## config.mk

```make
export PLATFORM = sky130hd
export DESIGN_NAME = acc_pixel_map
export DESIGN_NICKNAME = d
export VERILOG_FILES = /design/src/rtl/acc_pixel_map.sv
export SDC_FILE = /design/constraint.sdc
export NUM_CORES = 1
export LEC_CHECK = 0
export CORE_MARGIN = 10
export CORE_UTILIZATION = 40
export DETAILED_ROUTE_END_ITERATION = 7
export PLACE_DENSITY = 0.71
export SLEW_MARGIN = 20
export SYNTH_ARGS = -nofsm -noshare
export SYNTH_HDL_FRONTEND = slang
export SYNTH_SLANG_ARGS = --single-unit
```

## constraint.sdc

```tcl
create_clock -name clk -period 4.07 [get_ports clk]
set_clock_uncertainty 0.15 [all_clocks]
set_input_delay 0.6105 -clock clk [delete_from_list [all_inputs] [get_ports clk]]
set_output_delay 0.6105 -clock clk [all_outputs]
set_load 0.02 [all_outputs]
```

## src/rtl/acc_pixel_map.sv

```systemverilog
// acc_pixel_map: streams an image from word-addressed memory, applies a
// per-pixel mapping to every lane of each word, and writes the results to a
// separate output region using the start/finish memory-port protocol.
//
// Ports:
//   clk     system clock, rising edge
//   reset   asynchronous active-low reset
//   start   level request to process one image
//   mode    mapping select (0 copy, 1 invert, 2 threshold, 3 in-word mirror),
//           latched when start is accepted
//   addr    memory address
//   dataR   memory read data, valid the cycle after a read request
//   dataW   memory write data
//   en      memory access enable
//   we      memory write enable (meaningful with en=1)
//   busy    high while reading/writing the image
//   finish  image complete; held until start drops
module acc_pixel_map #(
  parameter int unsigned ADDR_W     = 16,
  parameter int unsigned DATA_W     = 32,
  parameter int unsigned PIX_W      = 8,
  parameter int unsigned IMG_WORDS  = 25344,
  parameter int unsigned OUT_OFFSET = 25344,
  parameter int unsigned THRESH     = 128
) (
  input  logic              clk,
  input  logic              reset,
  input  logic              start,
  input  logic [1:0]        mode,
  output logic [ADDR_W-1:0] addr,
  input  logic [DATA_W-1:0] dataR,
  output logic [DATA_W-1:0] dataW,
  output logic              en,
  output logic              we,
  output logic              busy,
  output logic              finish
);

  localparam int unsigned LANES = DATA_W / PIX_W;

  if ((DATA_W % PIX_W) != 0) begin : g_bad_lanes
    $error("acc_pixel_map: DATA_W must be a multiple of PIX_W");
  end
  if (IMG_WORDS == 0) begin : g_bad_size
    $error("acc_pixel_map: IMG_WORDS must be non-zero");
  end

  localparam logic [ADDR_W-1:0] LAST_IDX = ADDR_W'(IMG_WORDS - 1);
  localparam logic [ADDR_W-1:0] OUT_BASE = ADDR_W'(OUT_OFFSET);
  // Threshold compared in a widened domain so a THRESH above the pixel range
  // simply never matches instead of wrapping.
  localparam logic [PIX_W+31:0] THR_W   = (PIX_W + 32)'(THRESH);

  typedef enum logic [1:0] {
    IDLE  = 2'd0,
    READ  = 2'd1,
    WRITE = 2'd2,
    DONE  = 2'd3
  } state_t;

  state_t            state, state_n;
  logic [ADDR_W-1:0] idx;
  logic [1:0]        mode_q;
  logic [DATA_W-1:0] mapped;
  logic [PIX_W-1:0]  lane_p;

  always_ff @(posedge clk or negedge reset) begin
    if (!reset) begin
      state  <= IDLE;
      idx    <= '0;
      mode_q <= '0;
    end else begin
      state <= state_n;
      case (state)
        IDLE: if (start) begin
          mode_q <= mode;
          idx    <= '0;
        end
        WRITE: if (idx != LAST_IDX) idx <= idx + 1'b1;
        default: ;
      endcase
    end
  end

  always_comb begin
    state_n = state;
    case (state)
      IDLE:    if (start) state_n = READ;
      READ:    state_n = WRITE;
      WRITE:   state_n = (idx == LAST_IDX) ? DONE : READ;
      DONE:    if (!start) state_n = IDLE;
      default: state_n = IDLE;
    endcase
  end

  // Per-lane mapping, combinational from the word read in the previous cycle.
  always_comb begin
    mapped = '0;
    lane_p = '0;
    for (int unsigned j = 0; j < LANES; j++) begin
      lane_p = dataR[j*PIX_W +: PIX_W];
      case (mode_q)
        2'd0: mapped[j*PIX_W +: PIX_W] = lane_p;
        2'd1: mapped[j*PIX_W +: PIX_W] = ~lane_p;
        2'd2: mapped[j*PIX_W +: PIX_W] =
                ((PIX_W + 32)'(lane_p) >= THR_W) ? '1 : '0;
        default: mapped[j*PIX_W +: PIX_W] = dataR[(LANES-1-j)*PIX_W +: PIX_W];
      endcase
    end
  end

  // Moore outputs decoded from registered state/idx/mode.
  always_comb begin
    addr   = '0;
    dataW  = '0;
    en     = 1'b0;
    we     = 1'b0;
    busy   = 1'b0;
    finish = 1'b0;
    case (state)
      READ: begin
        en   = 1'b1;
        addr = idx;
        busy = 1'b1;
      end
      WRITE: begin
        en    = 1'b1;
        we    = 1'b1;
        addr  = OUT_BASE + idx;
        dataW = mapped;
        busy  = 1'b1;
      end
      DONE:    finish = 1'b1;
      default: ;
    endcase
  end

endmodule
```

==> results.json <==
{
  "insertedDiodeCount": 0,
  "cts_buffer_depth": 2,
  "grt_first_pass_wirelength_um": 12330,
  "via_per_inst": 5.553,
  "floorplan.die_area_um2": 9628,
  "post-layout-total-power_mw": 2.126,
  "power_density_nw_per_um2": 634.0,
  "rrSetupSlack_ps": 1570,
  "post-route-min-period_ps": 3427,
  "crit_end": "dataW[9]",
  "timing.final.max_slew_violations": 0,
  "multiInputGateArea_um2": 1760,
  "synth.ff_latch_count": 20,
  "post-synth-top-area-fraction": 0.2050,
  "grt_antenna_before_repair": 0,
  "first_iter_violations": 114,
  "number_of_routed_nets_with_antenna_violations": 0,
  "numCtsBuffers": 3,
  "tritoncts_clock_tree": "built",
  "grt_max_degree": 65,
  "worst_skew_pair.late_latency_ps": 260,
  "grt_pass1_vias": 2421,
  "timing.critical_path.to_type": "primary output",
  "drt_pass1_iterations": 4,
  "half_perimeter_wire_length_of_the_detailed_placement_result_um": 5797,
  "power.share.clock": 0.071,
  "final.fill_count": 558,
  "max_slew.worst_pin.slew_ps": 991.3,
  "io_buffer_count": 88,
  "synth_top_flop_cell": "sky130_fd_sc_hd__dfrtp_1",
  "worst_r2r_path_depth": 6,
  "min_period_over_period": 0.8420,
  "holdCritPathClass": "reg2reg",
  "synth_async_sr_flop_share": 1.000,
  "cts_repair_resize_count": 0,
  "io_pins": 89,
  "timing_hold_violations_final": 0,
  "routabilityCongestion": 0.8057,
  "fmax_mhz": 291.8,
  "num-nets-final": 440,
  "number_of_drc_violations_after_detailed_routing": 0,
  "postLayoutCellArea_um2": 3353,
  "synth_area_um2": 2441,
  "synth.cells.most_frequent": "sky130_fd_sc_hd__a21oi_1 (38), sky130_fd_sc_hd__nor2_1 (36), sky130_fd_sc_hd__xor2_1 (30)",
  "finalSetupTns_ps": 0,
  "worstPathMaxFanout": 8,
  "core.rowCount": 28,
  "rr_endpoint": "idx[3]$_DFFE_PN0P_",
  "synth_edf_count": 0,
  "setup.worst_path.start_class": "input port",
  "outcome": "finished, final reports clean",
  "syn2layout_area_growth_pct": 37.37,
  "dr_wl_met2_um": 3919,
  "die_width_um": 98.12,
  "synthTopCellsByArea": "sky130_fd_sc_hd__dfrtp_1 (21%), sky130_fd_sc_hd__xor2_1 (11%), sky130_fd_sc_hd__a211oi_1 (8.9%)",
  "worst_hold_margin_ps": 393.7,
  "number_of_instances_in_the_synthesized_netlist": 332,
  "max_cap_violations": 0,
  "seq_area_frac_synth": 0.2050,
  "core_um2": 5921,
  "comb_power_share": 0.742,
  "cts.hold.buffers_added": 0,
  "cp.required_ps": 3310,
  "route.met3.wl_um": 292,
  "netlist.top_cell.by_area": "sky130_fd_sc_hd__dfrtp_1",
  "vdd.ir_drop.worst_v": 0.0004747,
  "netSwitchingPower_mw": 1.118,
  "grtUsageTotal": 0.1481,
  "congestion_overflow_gr": 0,
  "initial_cell_density_of_the_core": 0.4123,
  "worst-setup-path-type": "in2out",
  "clock_sinks": 20,
  "crit_start": "dataR[15]",
  "layout.core_utilization": 0.5664,
  "clock_tree.htree_level_count": 1,
  "maxSlewHeadroom": 0.3391,
  "vias_post_dr": 2599,
  "met1Wirelength_um": 3369,
  "cellInternalPower_mw": 1.008,
  "synth_most_common_cell": "sky130_fd_sc_hd__a21oi_1",
  "dr.max_layer_used": "met4",
  "rsz0062_at_grt": "no",
  "synthesis.nets": 378,
  "power.share.sequential": 0.188,
  "reg2reg_from": "idx[8]$_DFFE_PN0P_",
  "seq_area_um2": 503.0,
  "sw_frac_of_total": 0.5261,
  "drt_wl_total_um": 7676,
  "clk_pin_slew_ps": 70,
  "synthesis.yosys.warnings": 0,
  "final_layout_size_suffix_gt1_frac": 0.05089,
  "setup_viol_count_final": 0,
  "routed_wire_length_per_instance_um": 16.40,
  "p_leak_nw": 1.272,
  "post-cts-setup-buffer-count": 0,
  "clockRootBuffer": "sky130_fd_sc_hd__clkbuf_8",
  "syn-mean-instance-area_um2": 7.353,
  "synth.lib_cells_used.distinct": 49,
  "critPathArrivalTime_ps": 2670,
  "postPlaceCellArea_um2": 3298,
  "fp.dieH_um": 98.12
}
==> power by group through the flow <==
stage	sequential [mW]	clock [mW]	combinational, mW
after floorplan	0.264	0	1.12
after global placement	0.397	0	1.56
after detailed placement	0.399	0	1.58
after CTS	0.397	0.155	1.59
after global routing	0.422	0.165	1.72
final	0.399	0.150	1.58
==> sequential cells by signal, summed over array words and instances (netlist names) <==
| register | cells |
|---|---|
| idx | 16 |
| mode_q | 2 |
| state | 2 |
==> cell type report <==
cell class | count | area share
sequential | 20 | 0.1500
tap | 75 | 0.02799
timing repair buffer | 92 | 0.2716
multi-input combinational | 269 | 0.5250
inverter | 8 | 0.008955
clock buffer | 4 | 0.01642
==> per-stage QoR <==
| step | setup WS (ps) | std cells |
|---|---|---|
| after floorplan | 1225 | 332 |
| after global placement | 666.7 | 464 |
| after detailed placement | 651.1 | 464 |
| after CTS | 639.5 | 468 |
| after global routing | 493.8 | 468 |
| final | 642.9 | 468 |
==> cell families after synthesis <==
logic type	Yosys count	synth area share
AOI/OAI and AO/OA	113	0.3004
and+or+nand+nor	108	0.2307
buffers and inverters	43	0.07381
xor gates and xnor gates	34	0.1220
DFF	20	0.2050
adders and majority gates	9	0.04613
muxes	5	0.02204
==> cell usage in the layout, fill, tap and decap left out, types with 3 or more instances in the layout <==
| cell | n |
|---|---|
| sky130_fd_sc_hd__dfrtp_1 | 18 |
| sky130_fd_sc_hd__a31oi_1 | 3 |
| sky130_fd_sc_hd__nand2_1 | 19 |
| sky130_fd_sc_hd__nand4_1 | 3 |
| sky130_fd_sc_hd__xor2_1 | 30 |
| sky130_fd_sc_hd__nand3b_1 | 3 |
| sky130_fd_sc_hd__inv_1 | 8 |
| sky130_fd_sc_hd__clkdlybuf4s50_1 | 88 |
| sky130_fd_sc_hd__or4_1 | 4 |
| sky130_fd_sc_hd__mux2_2 | 3 |
| sky130_fd_sc_hd__nor2b_1 | 7 |
| sky130_fd_sc_hd__o31ai_1 | 4 |
| sky130_fd_sc_hd__nand3_1 | 10 |
| sky130_fd_sc_hd__a21oi_1 | 38 |
| sky130_fd_sc_hd__nor2_1 | 36 |
| sky130_fd_sc_hd__clkbuf_8 | 4 |
| sky130_fd_sc_hd__ha_1 | 9 |
| sky130_fd_sc_hd__xnor2_1 | 4 |
| sky130_fd_sc_hd__buf_4 | 4 |
| sky130_fd_sc_hd__and2_1 | 10 |
| sky130_fd_sc_hd__a22oi_1 | 3 |
| sky130_fd_sc_hd__a211oi_1 | 29 |
| sky130_fd_sc_hd__o21ai_0 | 21 |
==> worst max-delay path, cell delays in order <==
cell	delay (ps)
sky130_fd_sc_hd__clkdlybuf4s50_1	490
sky130_fd_sc_hd__nor2b_1	490
sky130_fd_sc_hd__a21oi_1	80
sky130_fd_sc_hd__a211oi_1	310
sky130_fd_sc_hd__clkdlybuf4s50_1	670
==> per-layer routing <==
metal / GRT usage / up-vias
li1: - / 1323
met1: 0.1798 / 1220
met2: 0.2584 / 48
met3: 0.02960 / 8
met4: 0.03803 / 0
met5: 0 / -
==> worst min path at each step <==
stage	from	to	slack [ps]	cells after the start
floorplan	reset	idx[0]$_DFFE_PN0P_	160	0
global placement	state[1]$_DFFE_PN0P_	state[1]$_DFFE_PN0P_	380	1
detailed placement	idx[7]$_DFFE_PN0P_	idx[7]$_DFFE_PN0P_	390	1
CTS	idx[7]$_DFFE_PN0P_	idx[7]$_DFFE_PN0P_	400	1
global route	idx[7]$_DFFE_PN0P_	idx[7]$_DFFE_PN0P_	420	1
finish	state[1]$_DFFE_PN0P_	state[1]$_DFFE_PN0P_	390	1
No activity file was read; power rests on OpenSTA's default activity.
